## src/rtl/seq_det_pkg.sv

```systemverilog
// Shared mode encodings and the run-link rule for the run sequence detector.
package seq_det_pkg;

  localparam logic [1:0] MODE_EITHER = 2'b00;
  localparam logic [1:0] MODE_ONES   = 2'b01;
  localparam logic [1:0] MODE_ZEROS  = 2'b10;
  localparam logic [1:0] MODE_ALT    = 2'b11;

  // A new sample extends the current run when it repeats the previous bit,
  // except in alternating mode where it must differ from it.
  function automatic logic link_ok(input logic [1:0] mode, input logic w, input logic last_w);
    if (mode == MODE_ALT) begin
      return (w != last_w);
    end
    return (w == last_w);
  endfunction

endpackage

```

## src/rtl/sat_counter.sv

```systemverilog
// Saturating event counter with a sticky overflow flag and synchronous clear.
module sat_counter #(
  parameter int W = 8
) (
  input  logic         Clock,
  input  logic         Resetn,
  input  logic         clr,
  input  logic         inc,
  output logic [W-1:0] q,
  output logic         ovf
);

  // Increment that sticks at all-ones instead of wrapping.
  function automatic logic [W-1:0] sat_inc(input logic [W-1:0] v);
    if (&v) begin
      return v;
    end
    return v + W'(1);
  endfunction

  // Clear has priority; an increment at all-ones records overflow instead.
  always_ff @(posedge Clock or negedge Resetn) begin
    if (!Resetn) begin
      q   <= '0;
      ovf <= 1'b0;
    end else if (clr) begin
      q   <= '0;
      ovf <= 1'b0;
    end else if (inc) begin
      q <= sat_inc(q);
      if (&q) begin
        ovf <= 1'b1;
      end
    end
  end

endmodule

```

## src/rtl/run_sequence_detector.sv

```systemverilog
// Run-length sequence detector: flags when the last RUN_LEN accepted samples
// form a qualifying run and counts each newly formed run.
module run_sequence_detector
  import seq_det_pkg::*;
#(
  parameter int RUN_LEN = 2,
  parameter int CNT_W   = 8,
  localparam int RW     = $clog2(RUN_LEN + 1)
) (
  input  logic             Clock,
  input  logic             Resetn,
  input  logic             En,
  input  logic             w,
  input  logic [1:0]       Mode,
  input  logic             Clr,
  output logic             z,
  output logic [RW-1:0]    run_len,
  output logic [CNT_W-1:0] hit_count,
  output logic             ovf
);

  if (RUN_LEN < 2 || RUN_LEN > 255) begin : g_bad_run_len
    $error("run_sequence_detector: RUN_LEN must be in 2..255");
  end

  localparam logic [RW-1:0] RUN_MAX = RW'(RUN_LEN);

  logic          valid;
  logic          last_w;
  logic [1:0]    mode_q;

  logic          valid_n;
  logic          last_w_n;
  logic [RW-1:0] run_len_n;
  logic          z_n;
  logic          hit_ev;

  // Run length grows by one per linked sample and holds once it reaches RUN_LEN.
  function automatic logic [RW-1:0] sat_run_inc(input logic [RW-1:0] v);
    if (v >= RUN_MAX) begin
      return RUN_MAX;
    end
    return v + RW'(1);
  endfunction

  // Polarity-restricted modes only qualify runs of the requested bit value.
  function automatic logic pol_ok(input logic [1:0] mode, input logic bit_v);
    case (mode)
      MODE_ONES:  return bit_v;
      MODE_ZEROS: return ~bit_v;
      default:    return 1'b1;
    endcase
  endfunction

  // Next-state for the run tracker, the detection flag and the event pulse.
  always_comb begin
    valid_n   = valid;
    last_w_n  = last_w;
    run_len_n = run_len;
    z_n       = z;
    if (Mode != mode_q) begin
      // A mode change restarts tracking and discards this edge's sample.
      valid_n   = 1'b0;
      run_len_n = '0;
      z_n       = 1'b0;
    end else if (En) begin
      last_w_n = w;
      valid_n  = 1'b1;
      if (!valid) begin
        run_len_n = RW'(1);
      end else if (link_ok(mode_q, w, last_w)) begin
        run_len_n = sat_run_inc(run_len);
      end else begin
        run_len_n = RW'(1);
      end
      z_n = (run_len_n == RUN_MAX) && pol_ok(mode_q, last_w_n);
    end
    hit_ev = z_n & ~z;
  end

  // Run tracker state, mode register and registered detection flag.
  always_ff @(posedge Clock or negedge Resetn) begin
    if (!Resetn) begin
      valid   <= 1'b0;
      last_w  <= 1'b0;
      run_len <= '0;
      mode_q  <= MODE_EITHER;
      z       <= 1'b0;
    end else begin
      valid   <= valid_n;
      last_w  <= last_w_n;
      run_len <= run_len_n;
      mode_q  <= Mode;
      z       <= z_n;
    end
  end

  sat_counter #(
    .W(CNT_W)
  ) u_hit_counter (
    .Clock  (Clock),
    .Resetn (Resetn),
    .clr    (Clr),
    .inc    (hit_ev),
    .q      (hit_count),
    .ovf    (ovf)
  );

endmodule

```

## config.mk

```make
export PLATFORM = sky130hd
export DESIGN_NAME = run_sequence_detector
export DESIGN_NICKNAME = d
export VERILOG_FILES = /design/src/rtl/seq_det_pkg.sv /design/src/rtl/sat_counter.sv /design/src/rtl/run_sequence_detector.sv
export SDC_FILE = /design/constraint.sdc
export NUM_CORES = 1
export LEC_CHECK = 0
export ABC_AREA = 1
export BUFFER_PORTS_ARGS = -buffer_cell sky130_fd_sc_hd__buf_2
export CAP_MARGIN = 10
export CORE_MARGIN = 10
export CORE_UTILIZATION = 56
export CTS_BUF_LIST = sky130_fd_sc_hd__clkbuf_8
export CTS_CLUSTER_SIZE = 28
export DETAILED_ROUTE_END_ITERATION = 6
export PLACE_DENSITY = 0.83
export SKIP_CTS_REPAIR_TIMING = 1
export SYNTH_ARGS = -nofsm -noshare
export SYNTH_HDL_FRONTEND = slang
export SYNTH_SLANG_ARGS = --single-unit
```

## constraint.sdc

```tcl
create_clock -name Clock -period 1.6 [get_ports Clock]
set_input_delay 0.32 -clock Clock [delete_from_list [all_inputs] [get_ports Clock]]
set_output_delay 0.32 -clock Clock [all_outputs]
set_load 0.01 [all_outputs]
```

# After elaboration in Yosys (flattened, before gate mapping)
# Index checks and enable logic that the tools add are counted.
[word_totals]
regBits = 16
input_bits = 7
output_inout_bits = 12
wordCells = 68
[op_classes]
add_sub_neg = 2
order_cmp = 1
n_eq_ne = 8
mux = 38
bitwise = 4
n_reduce_logical = 8
[ops]
columns = ["op", "count"]
rows = [
  ["1-bit two-way mux", 26],
  ["8-bit two-way mux", 3],
  ["2-bit two-way mux", 8],
  ["8-bit by 1-bit adder with 8-bit output, second input constant", 1],
  ["8-bit AND reduction", 1],
  ["2-bit == test, second input constant", 3],
  ["2-bit AND reduction", 3],
  ["2-bit nonzero test", 3],
  ["3-bit inequality test, second input constant", 1],
  ["1-bit inverter", 3],
  ["2-bit by 1-bit adder with 2-bit output, second input constant", 1],
  ["2-bit by 1-bit == test with 1-bit output, second input constant", 1],
  ["2-bit greater-or-equal comparator, second input constant", 1],
  ["2-bit inequality test", 1],
  ["1-bit one-hot mux with 2 select lines", 1],
  ["1-bit AND", 1],
  ["1-bit == test", 1],
  ["1-bit logical AND", 1],
  ["1-bit inequality test", 1],
]

# Longest topological paths before layout
# Gate-level depths: netlist (run 1).
[depth]
word_depth = 28
depth_mapped = 11
mapped_depth_nobuf = 11

# Modules after synthesis
# A second synthesis (run 1) with hierarchy kept.
[hier_totals]
hier_cells = 124
area_unflattened_um2 = 938.4
[by_module_without_submodules]
columns = ["mod", "instances", "cells_per_inst", "area_per_inst_um2", "seq_area_each_um2"]
rows = [
  ["sat_counter", 1, 70, 525.5, 225.2],
  ["run_sequence_detector", 1, 54, 412.9, 175.2],
]

# Least setup slack after synthesis (run 1)
# No wires, ideal clock.
[synth_path]
path_kind = "reg-to-reg"
start = "reg mode_q[0]"
end = "reg u_hit_counter.q[2]"
setup_ns = 0.117
arrival_ns = 1.243
required_time_ns = 1.483
slack_ns = 0.240
path_stages_with_launch = 10
path_buffers = 0
synth_period_minus_slack_ns = 1.360
path_cell_list = "dfrtp_1 inv_2 ha_1 nor2_1 nor2_2 nand3_2 nand2_4 nand2_4 nand2_1 nand2_1"
[synth_via]
elab_chain_len = 20
word_cells_on_any_way = 26
cone_classes = "5 x eq/ne; 17 x mux; 1 x bitwise; 3 x reduce/logical"
[synth_rtl]
columns = ["element", "line_no", "rtl"]
rows = [
  ["from (decl)", "run_sequence_detector.sv:30", "logic [1:0] mode_q;"],
  ["from (signal assigned)", "run_sequence_detector.sv:93", "mode_q <= Mode;"],
  ["2-bit == test", "seq_det_pkg.sv:12", "if (mode == MODE_ALT) begin"],
  ["1-bit two-way mux", "seq_det_pkg.sv:12", ""],
  ["1-bit two-way mux", "run_sequence_detector.sv:69", "if (!valid) begin"],
  ["1-bit two-way mux", "run_sequence_detector.sv:66", "end else if (En) begin"],
  ["1-bit two-way mux", "run_sequence_detector.sv:61", "if (Mode != mode_q) begin"],
  ["1-bit two-way mux", "seq_det_pkg.sv:15", "return (w == last_w);"],
  ["1-bit two-way mux", "run_sequence_detector.sv:69", ""],
  ["1-bit two-way mux", "run_sequence_detector.sv:66", ""],
  ["(+4 left out)", "-", ""],
  ["2-bit two-way mux", "run_sequence_detector.sv:61", ""],
  ["2-bit == test", "run_sequence_detector.sv:76", "z_n = (run_len_n == RUN_MAX) && pol_ok(mode_q, last_w_n);"],
  ["1-bit logical AND", "run_sequence_detector.sv:76", ""],
  ["1-bit two-way mux", "run_sequence_detector.sv:66", ""],
  ["1-bit two-way mux *", "run_sequence_detector.sv:61", ""],
  ["1-bit AND *", "run_sequence_detector.sv:78", "hit_ev = z_n & ~z;"],
  ["2-bit nonzero test (no line) *", "-", ""],
  ["2-bit AND reduction (no line) *", "-", ""],
  ["to (signal assigned)", "sat_counter.sv:30", "q <= sat_inc(q);"],
  ["to (decl)", "sat_counter.sv:9", "output logic [W-1:0] q,"],
]
# Every way passes the cells marked *; elsewhere a longest branch is shown, timed or not. The select of a mux whose other input is x is not followed.
# A chain may end at the register's enable or synchronous reset.

# Worst setup path after layout (run 1)
[layout_path]
start = "reg u_hit_counter.q[0]"
end = "reg u_hit_counter.q[0]"
[layout_via]
elab_chain_len = 6
word_cells_on_any_way = 10
cone_classes = "1 x add/sub; 1 x eq/ne; 6 x mux; 2 x reduce/logical"
[layout_rtl]
columns = ["element"]
rows = [
  ["parallel branches: the longest is 6 deep, another holds 8-bit by 1-bit adder with 8-bit output"],
]
# Several ways; the timed one is not identified. The select of a mux whose other input is x is not followed.

==> metrics.md, run 1 <==
| Metric | Value |
|---|---|
| Pre-Repair DR Iteration Count | `4` |
| Syn nets | `129` |
| Layout cell share with drive strength beyond 1 | `about a third` |
| Worst R2R End | `u_hit_counter.q[0]$_DFFE_PN0P_` |
| Post-synthesis compound-gate area fraction | `approximately 4.5%` |
| Final Non-Filler Cells | `162` |
| Initial antenna violation count | `0` |
| Final setup violation count | `0` |
| Post-Synthesis Cells | `118` |
| Grt total ovfl | `0` |
| Num CTS Buffers | `3` |
| Sink Count | `16` |
| Max_cap viols | `0` |
| FF-to-FF Start | `u_hit_counter.q[0]$_DFFE_PN0P_` |
| Area delta synth->final | `23.1%` |
| Initial core utilization | `between 50% and 60%` |
| Crit path to | `u_hit_counter.q[0]$_DFFE_PN0P_` |
| Via-to-Cell Ratio | `a little over 5` |
| Final ANT Viol Nets | `0` |
| Commonest non-fill, non-tap cell in the layout | `nand2_1` |
| DR WL/cell | `~13 um` |
| Worst-margin pin slew | `between 0.3 and 0.4 ns` |
| WL final | `2.16 mm` |
| Clk root buf | `clkbuf_8` |
| Slew Limit Fails | `0` |
| CTS tree | `yes` |
| Rel. slew slack | `73.3%` |
| All-layer global routing usage | `a little over a tenth` |
| Gp weighted congestion | `a little under 0.8` |
| Core Area | `0.00169 mm2` |
| Via Count | `828` |
| Final period util | `approximately 99%` |
| Cell leakage power | `approximately 0.00063 uW` |
| WS Path Type | `reg2reg` |
| Initial drt markers | `32` |
| Largest net degree at the start of global routing | `17` |
| Crit path capture type | `flop` |
| Register clock-pin slew on the reported worst setup and hold paths | `roughly 0.060 ns` |
| Yosys cell types | `26` |
| Synthesized area | `~970 um2` |
| Mux contribution to synthesized area | `0%` |
| Detailed-route DRC error count | `0` |
| Worst reg2reg path depth | `6` |
| Row Count | `15` |
| Final period demand of the worst path | `between 1.5 and 2 ns` |
| Crit start category | `flop` |
| Synth Register Bits | `16` |
| WP data arrival | `1.72 ns` |
| Placed Cells | `152` |
| Hold Path Class | `in2reg` |
| Power density cells | `750 mW/mm2` |
| Vias in the first global route | `730` |
| Clk_skew | `roughly 0.0023 ns` |
| TNS Setup | `0 ns` |
| CP required | `around 1.7 ns` |
| VDD IR-drop max | `between 0.5 and 0.6 mV` |
| Peak Freq | `between 600 and 700 MHz` |
| Die height | `61.7 um` |
| CP max FO | `5` |
| Reg2Reg Setup Slack | `between 0.015 and 0.02 ns` |
| Synth Area per Inst | `8.26 um2` |
| Yosys warns | `0` |
| Worst Setup SP | `u_hit_counter.q[0]$_DFFE_PN0P_` |
| Global-route wire length before repair | `between 3 and 4 mm` |
| Final Hold Viols | `0` |
| Main combinational cell family by area after synthesis | `simple AND/OR/NAND/NOR gates` |
| Most frequent cells in the layout | `29 x nand2_1, 18 x buf_2, 16 x dfrtp_1` |
| Adder-Cell Fraction of Synth Area | `5.13%` |
| Post-layout nets | `158` |
| Outcome | `finished, final reports clean` |
| Number of I/O port buffers | `18` |
| Simple-gate share of the synthesized area | `a little under two fifths` |
| Sequential element share of the synthesized area | `roughly two fifths` |
| Die area | `about 0.0038 mm2` |
| Clock tree buffer depth | `2` |
| Hpwl dp | `between 1 and 1.5 mm` |
| Ant. Diodes | `0` |
| Clock Latency Late Sink | `between 0.2 and 0.25 ns` |
| XOR/XNOR Fraction of Synth Area | `4.49%` |
| I/O pin count | `19` |
| Die width | `around 60 um` |
| H-tree levels | `1` |
==> critical path, cell delays in order, from the launching register on <==
cell     delay [ns]
dfrtp_1        0.43
ha_2           0.24
nand3_4        0.09
nor4_4         0.39
nand2_2        0.15
nand3_1        0.12
nand2_1        0.05
==> how the worst min path moves through the flow <==
stage	from	end	cells past startpoint
final	Mode[1]	mode_q[1]$_DFF_PN0_	1
after global routing	Mode[0]	mode_q[0]$_DFF_PN0_	1
after CTS	Resetn	last_w$_DFFE_PN0P_	1
after detailed placement	Resetn	last_w$_DFFE_PN0P_	1
after global placement	Resetn	valid$_DFFE_PN0P_	1
after floorplan	Resetn	last_w$_DFFE_PN0P_	0
==> Yosys cell counts <==
cell	number	share of area, %
nand2_1	29	11
dfrtp_1	16	41
inv_1	13	5.0
nand3_1	11	5.6
nor2_1	10	3.9
nand2_2	6	3.9
ha_1	4	5.1
inv_2	4	1.5
nand2_4	3	3.5
xor2_1	3	2.7
nand3_2	2	2.1
o21ai_0	2	1.0
xnor2_1	2	1.8
a21oi_1	1	0.51
buf_2	1	0.51
nand3_4	1	1.8
nand4_1	1	0.64
nor2_2	1	0.64
nor2_4	1	1.2
nor3_1	1	0.51
nor3b_1	1	0.77
nor4_4	1	2.2
o21ai_1	1	0.51
o22ai_1	1	0.64
o2bb2ai_1	1	0.90
o32ai_1	1	0.90
==> state kept, by name, indices dropped and copies added, names as in the netlist <==
name / count
run_len: 2
valid: 1
mode_q: 2
z: 1
u_hit_counter.ovf: 1
u_hit_counter.q: 8
last_w: 1
==> through the flow <==
step | utilization, % | hold slack [ns] | setup WS [ns] | total power [uW] | area, um2
2_1_floorplan | - | 0.0244 | 0.240 | 540 | 975
3_3_place_gp | 64.0 | 0.245 | 0.163 | 581 | 1080
3_5_place_dp | 64.0 | 0.249 | 0.121 | 587 | 1080
4_1_cts | 66.4 | -0.0130 | 0.101 | 879 | 1120
5_1_grt | 71.0 | 0.217 | -0.0469 | 950 | 1200
6_report | 71.0 | 0.207 | 0.0197 | 900 | 1200
==> per-layer routing <==
metal / track usage, % / share of wire (%) / up-vias
met2: 16.8 / 46 / 19
met1: 13.8 / 46 / 374
li1: - / - / 430
met5: 0 / 0 / -
met3: 3.66 / 6.7 / 5
met4: 4.14 / 1.3 / 0
==> cell families after synthesis <==
group / Yosys count
and+or+nand+nor: 68
buffers and inverters: 18
DFF: 16
AOI/OAI and AO/OA: 7
xor gates and xnor gates: 5
adders and majority gates: 4
==> power by group <==
group / total, uW / switching (uW) / internal, uW
clock network: 294 / 127 / 167
logic: 157 / 94.3 / 62.5
registers: 449 / 24.7 / 425
==> layout make-up <==
type,instances,area [um2]
Fill cell,119,489
Inverter,17,63.8
Clock buffer,3,41.3
Multi-Input combinational cell,86,543
Sequential cell,16,400
Timing Repair Buffer,23,130
Tap cell,17,21.3
Note: power is estimated with default switching activity, not from simulation.
==> run 2, diff against run 1 <==
--- a/config.mk
+++ b/config.mk
@@ -8,12 +8,13 @@
 export ABC_AREA = 1
 export BUFFER_PORTS_ARGS = -buffer_cell sky130_fd_sc_hd__buf_2
 export CAP_MARGIN = 10
+export CORE_ASPECT_RATIO = 2
 export CORE_MARGIN = 10
-export CORE_UTILIZATION = 56
+export CORE_UTILIZATION = 35
 export CTS_BUF_LIST = sky130_fd_sc_hd__clkbuf_8
 export CTS_CLUSTER_SIZE = 28
 export DETAILED_ROUTE_END_ITERATION = 6
-export PLACE_DENSITY = 0.83
+export PLACE_DENSITY = 0.57
 export SKIP_CTS_REPAIR_TIMING = 1
 export SYNTH_ARGS = -nofsm -noshare
 export SYNTH_HDL_FRONTEND = slang
==> run 2 against run 1 <==
The flow now finishes with violations (hold timing). First-iteration DRC count down 59%. Critical path depth rose by 3. Clock skew about the same. Routed wire length is 2.6% higher. Register-to-register slack improved by 0.09 ns. Worst setup slack better by 0.090 ns. Critical path type unchanged. Critical endpoint is now u_hit_counter.q[7]$_DFFE_PN0P_.
==> metrics.md, run 2 (synthesis results as in run 1) <==
| Metric | Value |
|---|---|
| Final ANT Viol Nets | `0` |
| Pre-Repair DR Iteration Count | `4` |
| Area of the multi-input gates | `515 um2` |
| Via-to-Cell Ratio | `between 4 and 5` |
| Core Area | `about 0.0027 mm2` |
| Hold Path Class | `in2async` |
| Gp weighted congestion | `approximately 0.75` |
| Number of I/O port buffers | `18` |
| Largest net degree at the start of global routing | `17` |
| Met1 GRT Util | `about 8.2%` |
| Violated checks | `hold timing` |
| Final Hold Viols | `16` |
| Worst-margin pin slew | `roughly 0.37 ns` |
| Int Power | `around 700 uW` |
| Final period util | `approximately 93%` |
| Worst slack at placement | `a little over 0.1 ns` |
| Num CTS Buffers | `3` |
| DR WL/cell | `13.0 um` |
| Switching share of power | `between 20% and 30%` |
| Peak Freq | `approximately 670 MHz` |
| H-tree levels | `1` |
| Die width | `around 57 um` |
| Max_cap viols | `0` |
| Met2 GRT Util | `between 10% and 20%` |
| Hpwl dp | `roughly 1.8 mm` |
| Final setup violation count | `0` |
| Crit path capture type | `flop` |
| Initial core utilization | `36.1%` |
| Regs by FF count | `u_hit_counter.q x8, mode_q x2, run_len x2` |
| I/O pin count | `19` |
| Global-route wire length before repair | `between 3 and 4 mm` |
| WL final | `between 2 and 2.5 mm` |
| Largest register by flop count | `u_hit_counter.q` |
| CTS tree | `yes` |
| Row Count | `27` |
| Final Non-Filler Cells | `between 150 and 200` |
| CP required | `approximately 1.7 ns` |
| Total Power | `around 950 uW` |
| Clk root buf | `clkbuf_8` |
| WS Path Type | `reg2reg` |
| Die height | `between 90 and 100 um` |
| Cell leakage power | `about 0.00063 uW` |
| Grt total ovfl | `0` |
| CP max stage delay | `about 0.42 ns` |
| CP max FO | `9` |
| Sequential cell area | `around 400 um2` |
| Fill count | `309` |
| Met3 Usage GRT | `roughly 1.9%` |
| Layout Utilization | `between 40% and 50%` |
| Ant. Diodes | `0` |
| Placed Cells | `around 170` |
| WP data arrival | `around 1.6 ns` |
| Clk_skew | `0.00269 ns` |
| Buf/Inv on CP | `0` |
| Final period demand of the worst path | `~1.5 ns` |
| Reg2Reg Setup Slack | `about 0.11 ns` |
| Layout cell share with drive strength beyond 1 | `between 30% and 40%` |
| Crit start category | `flop` |
| Initial antenna violation count | `0` |
| Slew Limit Fails | `0` |
| Initial drt markers | `13` |
| Gate power share | `16.2%` |
| VDD IR-drop max | `~0.45 mV` |
| Post-layout nets | `about 150` |
| Crit path cell chain | `ha_1 -> nand3_1 -> nand2_2 -> nor2_4 -> nand3_2 -> nand2_4 -> nand2_4 -> nand2_1 -> nand2_1` |
| Die area | `approximately 0.0054 mm2` |
| Most frequent cells in the layout | `29 x nand2_1, 18 x buf_2, 16 x dfrtp_1` |
| Detailed-route DRC error count | `0` |
| Layer with the highest usage | `met2` |
| Outcome | `finished, violations left` |
| Via Count | `a little over 800` |
| Vias in the first global route | `between 800 and 900` |
| Hold slack | `-0.0234 ns` |
| Rel. slew slack | `between 70% and 80%` |
| Final setup margin | `roughly 0.11 ns` |
| Max FFs per register | `8` |
| Power density cells | `slightly above 800 mW/mm2` |
| Clock power share | `between 30% and 40%` |
| Sequential share of power | `a little under half` |
| Register clock-pin slew on the reported worst setup and hold paths | `approximately 0.060 ns` |
| Clock tree buffer depth | `2` |
| Commonest non-fill, non-tap cell in the layout | `nand2_1` |
| Critical path's slowest cell | `dfrtp_1` |
| Area delta synth->final | `21.4%` |
| All-layer global routing usage | `between 8 and 9%` |
| Sink Count | `16` |
| Switch Pwr | `about 250 uW` |
| Clock Latency Late Sink | `0.25 ns` |
| Kind of cell adding the most delay to the critical path | `simple AND/OR/NAND/NOR gates` |
[run 2: worst paths after layout]
path,from,end,cells past startpoint
setup / recovery,mode_q[0]$_DFF_PN0_,u_hit_counter.q[7]$_DFFE_PN0P_,9
hold / removal,Resetn,u_hit_counter.q[3]$_DFFE_PN0P_,1
setup reg to reg,mode_q[0]$_DFF_PN0_,u_hit_counter.q[7]$_DFFE_PN0P_,9
hold reg to reg,u_hit_counter.ovf$_DFFE_PN0P_,u_hit_counter.ovf$_DFFE_PN0P_,2
max in group asynchronous,Resetn,u_hit_counter.q[7]$_DFFE_PN0P_,1
min in group Clock,Mode[0],mode_q[0]$_DFF_PN0_,1
[run 2: layout make-up]
cell class | count | share of cell area (%)
well taps | 29 | 3.07
repair buffers | 21 | 9.51
clock buffers | 4 | 4.65
flip-flops and latches | 16 | 33.8
inverters | 17 | 5.39
multi-input cells | 84 | 43.6
[run 2: power by group through the flow]
stage	combinational (uW)	clock [uW]	sequential (uW)
2_1_floorplan	84.8	0	455
6_report	154	357	443
4_1_cts	142	363	446
3_5_place_dp	141	0	453
5_1_grt	179	380	446
3_3_place_gp	137	0	453
[run 2: worst register-to-register path: cells and delay by family (launching register included)]
kind                       cells  cell delay [ns]
adders and majority gates      1             0.23
and+or+nand+nor                8             0.72
DFF                            1             0.42
[run 2: per-stage QoR]
stage          cell area, um2  TNS [ns]
2_1_floorplan             975         0
3_3_place_gp             1100         0
3_5_place_dp             1100         0
4_1_cts                  1160         0
5_1_grt                  1180  -0.00220
6_report                 1180         0
[run 2: routing by layer]
metal  share of wire, %  up-vias
met2                 58       17
met4                1.5        0
li1                   -      422
met1                 36      385
met3                4.5        4
met5                  0        -
==> run 3, diff against run 2 <==
--- a/config.mk
+++ b/config.mk
@@ -5,16 +5,17 @@
 export SDC_FILE = /design/constraint.sdc
 export NUM_CORES = 1
 export LEC_CHECK = 0
-export ABC_AREA = 1
-export BUFFER_PORTS_ARGS = -buffer_cell sky130_fd_sc_hd__buf_2
 export CAP_MARGIN = 10
+export CELL_PAD_IN_SITES_DETAIL_PLACEMENT = 1
+export CELL_PAD_IN_SITES_GLOBAL_PLACEMENT = 1
 export CORE_ASPECT_RATIO = 2
 export CORE_MARGIN = 10
 export CORE_UTILIZATION = 35
 export CTS_BUF_LIST = sky130_fd_sc_hd__clkbuf_8
 export CTS_CLUSTER_SIZE = 28
 export DETAILED_ROUTE_END_ITERATION = 6
-export PLACE_DENSITY = 0.57
+export DONT_BUFFER_PORTS = 1
+export PLACE_DENSITY = 0.62
 export SKIP_CTS_REPAIR_TIMING = 1
 export SYNTH_ARGS = -nofsm -noshare
 export SYNTH_HDL_FRONTEND = slang
==> run 3 against run 2 <==
The run ends with setup timing left. Global-route usage is 1.7 points higher. Worst setup slack got worse by 0.51 ns. Count of clock-buffer cells in the layout is 1 lower. Synthesized area shrank 6.7%. Highest routed layer unchanged. Critical path type unchanged. Utilization up 7.0 points. Sequential power down 4%. First-iteration DRC count is 46% lower. Non-clock buffer count rose by 3. Critical endpoint unchanged. Power is 8.1% lower.
==> metrics.md, run 3 <==
| Metric | Value |
|---|---|
| Outcome | `finished, violations left` |
| Violated checks | `setup timing` |
| TNS Setup | `-3.40 ns` |
| Sequential share of power | `about half` |
| Rel. slew slack | `48.0%` |
| Placed Area | `between 0.001 and 0.0015 mm2` |
| Crit start category | `flop` |
| Largest register by flop count | `u_hit_counter.q` |
| VDD IR-drop max | `0.408 mV` |
| Final Hold Viols | `0` |
| Ant. Diodes | `0` |
| WP data arrival | `~2.2 ns` |
| Die width | `between 50 and 60 um` |
| Synth Flop Type | `dfrtp_1` |
| Die area | `~0.0052 mm2` |
| Worst R2R End | `u_hit_counter.q[7]$_DFFE_PN0P_` |
| Global-route wire length before repair | `4.39 mm` |
| Worst-margin pin slew | `0.777 ns` |
| Commonest non-fill, non-tap cell in the layout | `buf_4` |
| Switch Pwr | `~220 uW` |
| Crit path to | `u_hit_counter.q[7]$_DFFE_PN0P_` |
| Yosys warns | `0` |
| Register clock-pin slew on the reported worst setup and hold paths | `0.07 ns` |
| Post-layout nets | `approximately 130` |
| Worst Setup SP | `mode_q[1]$_DFF_PN0_` |
| WL final | `around 2.6 mm` |
| Share of the synthesized area in the top cell type | `between 40 and 50%` |
| Worst slack at placement | `-0.460 ns` |
| Most frequent cells in the layout | `23 x buf_4, 14 x dfrtp_1, 10 x nor2_1` |
| Core Area | `between 0.002 and 0.003 mm2` |
| Detailed-route DRC error count | `0` |
| Slew Limit Fails | `0` |
| Sequential element share of the synthesized area | `approximately 44%` |
| Synthesized area | `roughly 910 um2` |
| Number of I/O port buffers | `0` |
| CTS tree | `yes` |
| Syn nets | `101` |
| Grt total ovfl | `0` |
| Cell leakage power | `around 0.00054 uW` |
| Synth Area per Inst | `10.1 um2` |
| Post-synth top cells | `16 x dfrtp_1, 11 x nor2_1, 7 x mux2_2` |
| DR WL/cell | `roughly 18 um` |
| Pre-Repair DR Iteration Count | `4` |
| Max_cap viols | `0` |
| Clk root buf | `clkbuf_8` |
| Peak Freq | `~500 MHz` |
| Gp weighted congestion | `0.805` |
| Layout cell share with drive strength beyond 1 | `a little over two fifths` |
| Initial core utilization | `a little over a third` |
| Clock Latency Late Sink | `between 0.2 and 0.3 ns` |
| WS Path Type | `reg2reg` |
| Gate power share | `14.7%` |
| CP required | `about 1.8 ns` |
| Hold slack | `0.0844 ns` |
| Clk_skew | `0.00701 ns` |
| Asr flop ratio synth | `100%` |
| Initial antenna violation count | `0` |
| Int Power | `662 uW` |
| Final period demand of the worst path | `around 2 ns` |
| Via Count | `779` |
| Final setup margin | `-0.399 ns` |
| Reg2Reg Setup Slack | `-0.40 ns` |
| Row Count | `26` |
| Power density cells | `680 mW/mm2` |
| Final ANT Viol Nets | `0` |
| Sink Count | `16` |
| Final setup violation count | `10` |
| Hold Path Class | `in2reg` |
| Initial drt markers | `7` |
| Via-to-Cell Ratio | `5.45` |
| Worst reg2reg path depth | `6` |
| Top cells by area, synth | `dfrtp_1 44%, mux2_2 8.7%, ha_1 5.5%` |
| FF-to-FF Start | `mode_q[1]$_DFF_PN0_` |
| Yosys cell types | `28` |
| RSZ-0062 raised after global routing | `true` |
| Final period util | `125%` |
| Num CTS Buffers | `3` |
| Fill count | `roughly 280` |
| Layout Utilization | `50.8%` |
| Number of synthesized flops with an enable pin | `0` |
| Die height | `approximately 90 um` |
| H-tree levels | `1` |
| CP max stage delay | `0.42 ns` |
| Clock tree buffer depth | `2` |
| Crit path cell chain | `ha_2 -> xor3_1 -> a211o_4 -> buf_4 -> or4_1 -> a21oi_2` |
| Switching share of power | `24.6%` |
| I/O pin count | `19` |
| Crit path capture type | `flop` |
| Synth Register Bits | `16` |
| Critical path's slowest cell | `or4_1` |
| Area delta synth->final | `41.8%` |
| Cell taking the most area after synthesis | `dfrtp_1` |
| Post-Synthesis Cells | `90` |
| Hpwl dp | `slightly below 2 mm` |
| Max FFs per register | `8` |
| CP max FO | `6` |
| Clock power share | `36.6%` |
| Vias in the first global route | `921` |
| All-layer global routing usage | `a little over a tenth` |
| Post-layout instance area | `between 0.001 and 0.0015 mm2` |
| Largest net degree at the start of global routing | `17` |
| Count leader, synth | `dfrtp_1` |
| Regs by FF count | `u_hit_counter.q x8, mode_q x2, run_len x2` |
-- run 3: cell types whose count changed after synthesis, moves of 4 or more --
cell | before | now
nand2_2 | 6 | 0
nand3_1 | 11 | 5
inv_1 | 13 | 5
inv_2 | 4 | 0
nand2_1 | 29 | 3
nor2b_1 | 0 | 5
mux2_2 | 0 | 7
-- run 3: metrics by stage --
stage               instances  power (uW)
global route              143         919
detailed placement        136         529
floorplan                  90         502
finish                    143         877
CTS                       140         855
global placement          136         524
-- run 3: power by group through the flow --
stage	registers (uW)	logic (uW)	clock network [uW]
4_1_cts	427	93.7	333
3_3_place_gp	434	89.6	0
6_report	427	129	321
3_5_place_dp	435	93.5	0
2_1_floorplan	435	67.8	0
5_1_grt	429	141	350
-- run 3: worst min-delay path by stage --
stage	slack [ns]	endpoint	startpoint	depth (start not counted)
final	0.08	mode_q[0]$_DFF_PN0_	Mode[0]	0
after global routing	0.07	mode_q[0]$_DFF_PN0_	Mode[0]	0
after CTS	-0.26	u_hit_counter.q[0]$_DFFE_PN0P_	Resetn	0
after detailed placement	0.02	mode_q[1]$_DFF_PN0_	Resetn	0
after global placement	0.02	mode_q[1]$_DFF_PN0_	Resetn	0
after floorplan	0.02	last_w$_DFFE_PN0P_	Resetn	0
-- run 3: layout make-up --
type | count | area, um2 | area share [%]
multi-input combinational | 66 | 606 | 46.9
sequential | 16 | 403 | 31.2
timing repair buffer | 24 | 183 | 14.2
clock buffer | 3 | 41.3 | 3.20
tap | 28 | 35.0 | 2.72
inverter | 5 | 18.8 | 1.45
clock inverter | 1 | 3.75 | 0.291
-- run 3: cells by family after synthesis --
group | Yosys count | synth area share [%]
AO/OA/AOI/OAI | 9 | 6.19
adder cells (fa/ha/maj) | 4 | 5.50
buffers and inverters | 8 | 4.13
multiplexers | 9 | 10.9
AND/OR/NAND/NOR | 41 | 24.8
flip-flops | 16 | 44.0
XOR/XNOR | 3 | 4.54
-- run 3: worst max-delay path: cells and delay by family (launching register included) --
family	cells	cell delay, ns
AOI/OAI and AO/OA	2	0.48
and+or+nand+nor	1	0.42
adders and majority gates	1	0.19
buffers and inverters	1	0.17
DFF	1	0.41
xor gates and xnor gates	1	0.26
-- run 3: routing by layer --
layer	track usage (%)	share of wire [%]
met1	9.18	31
met2	19.8	60
met3	3.45	6.6
met4	5.85	2.3
met5	0	0
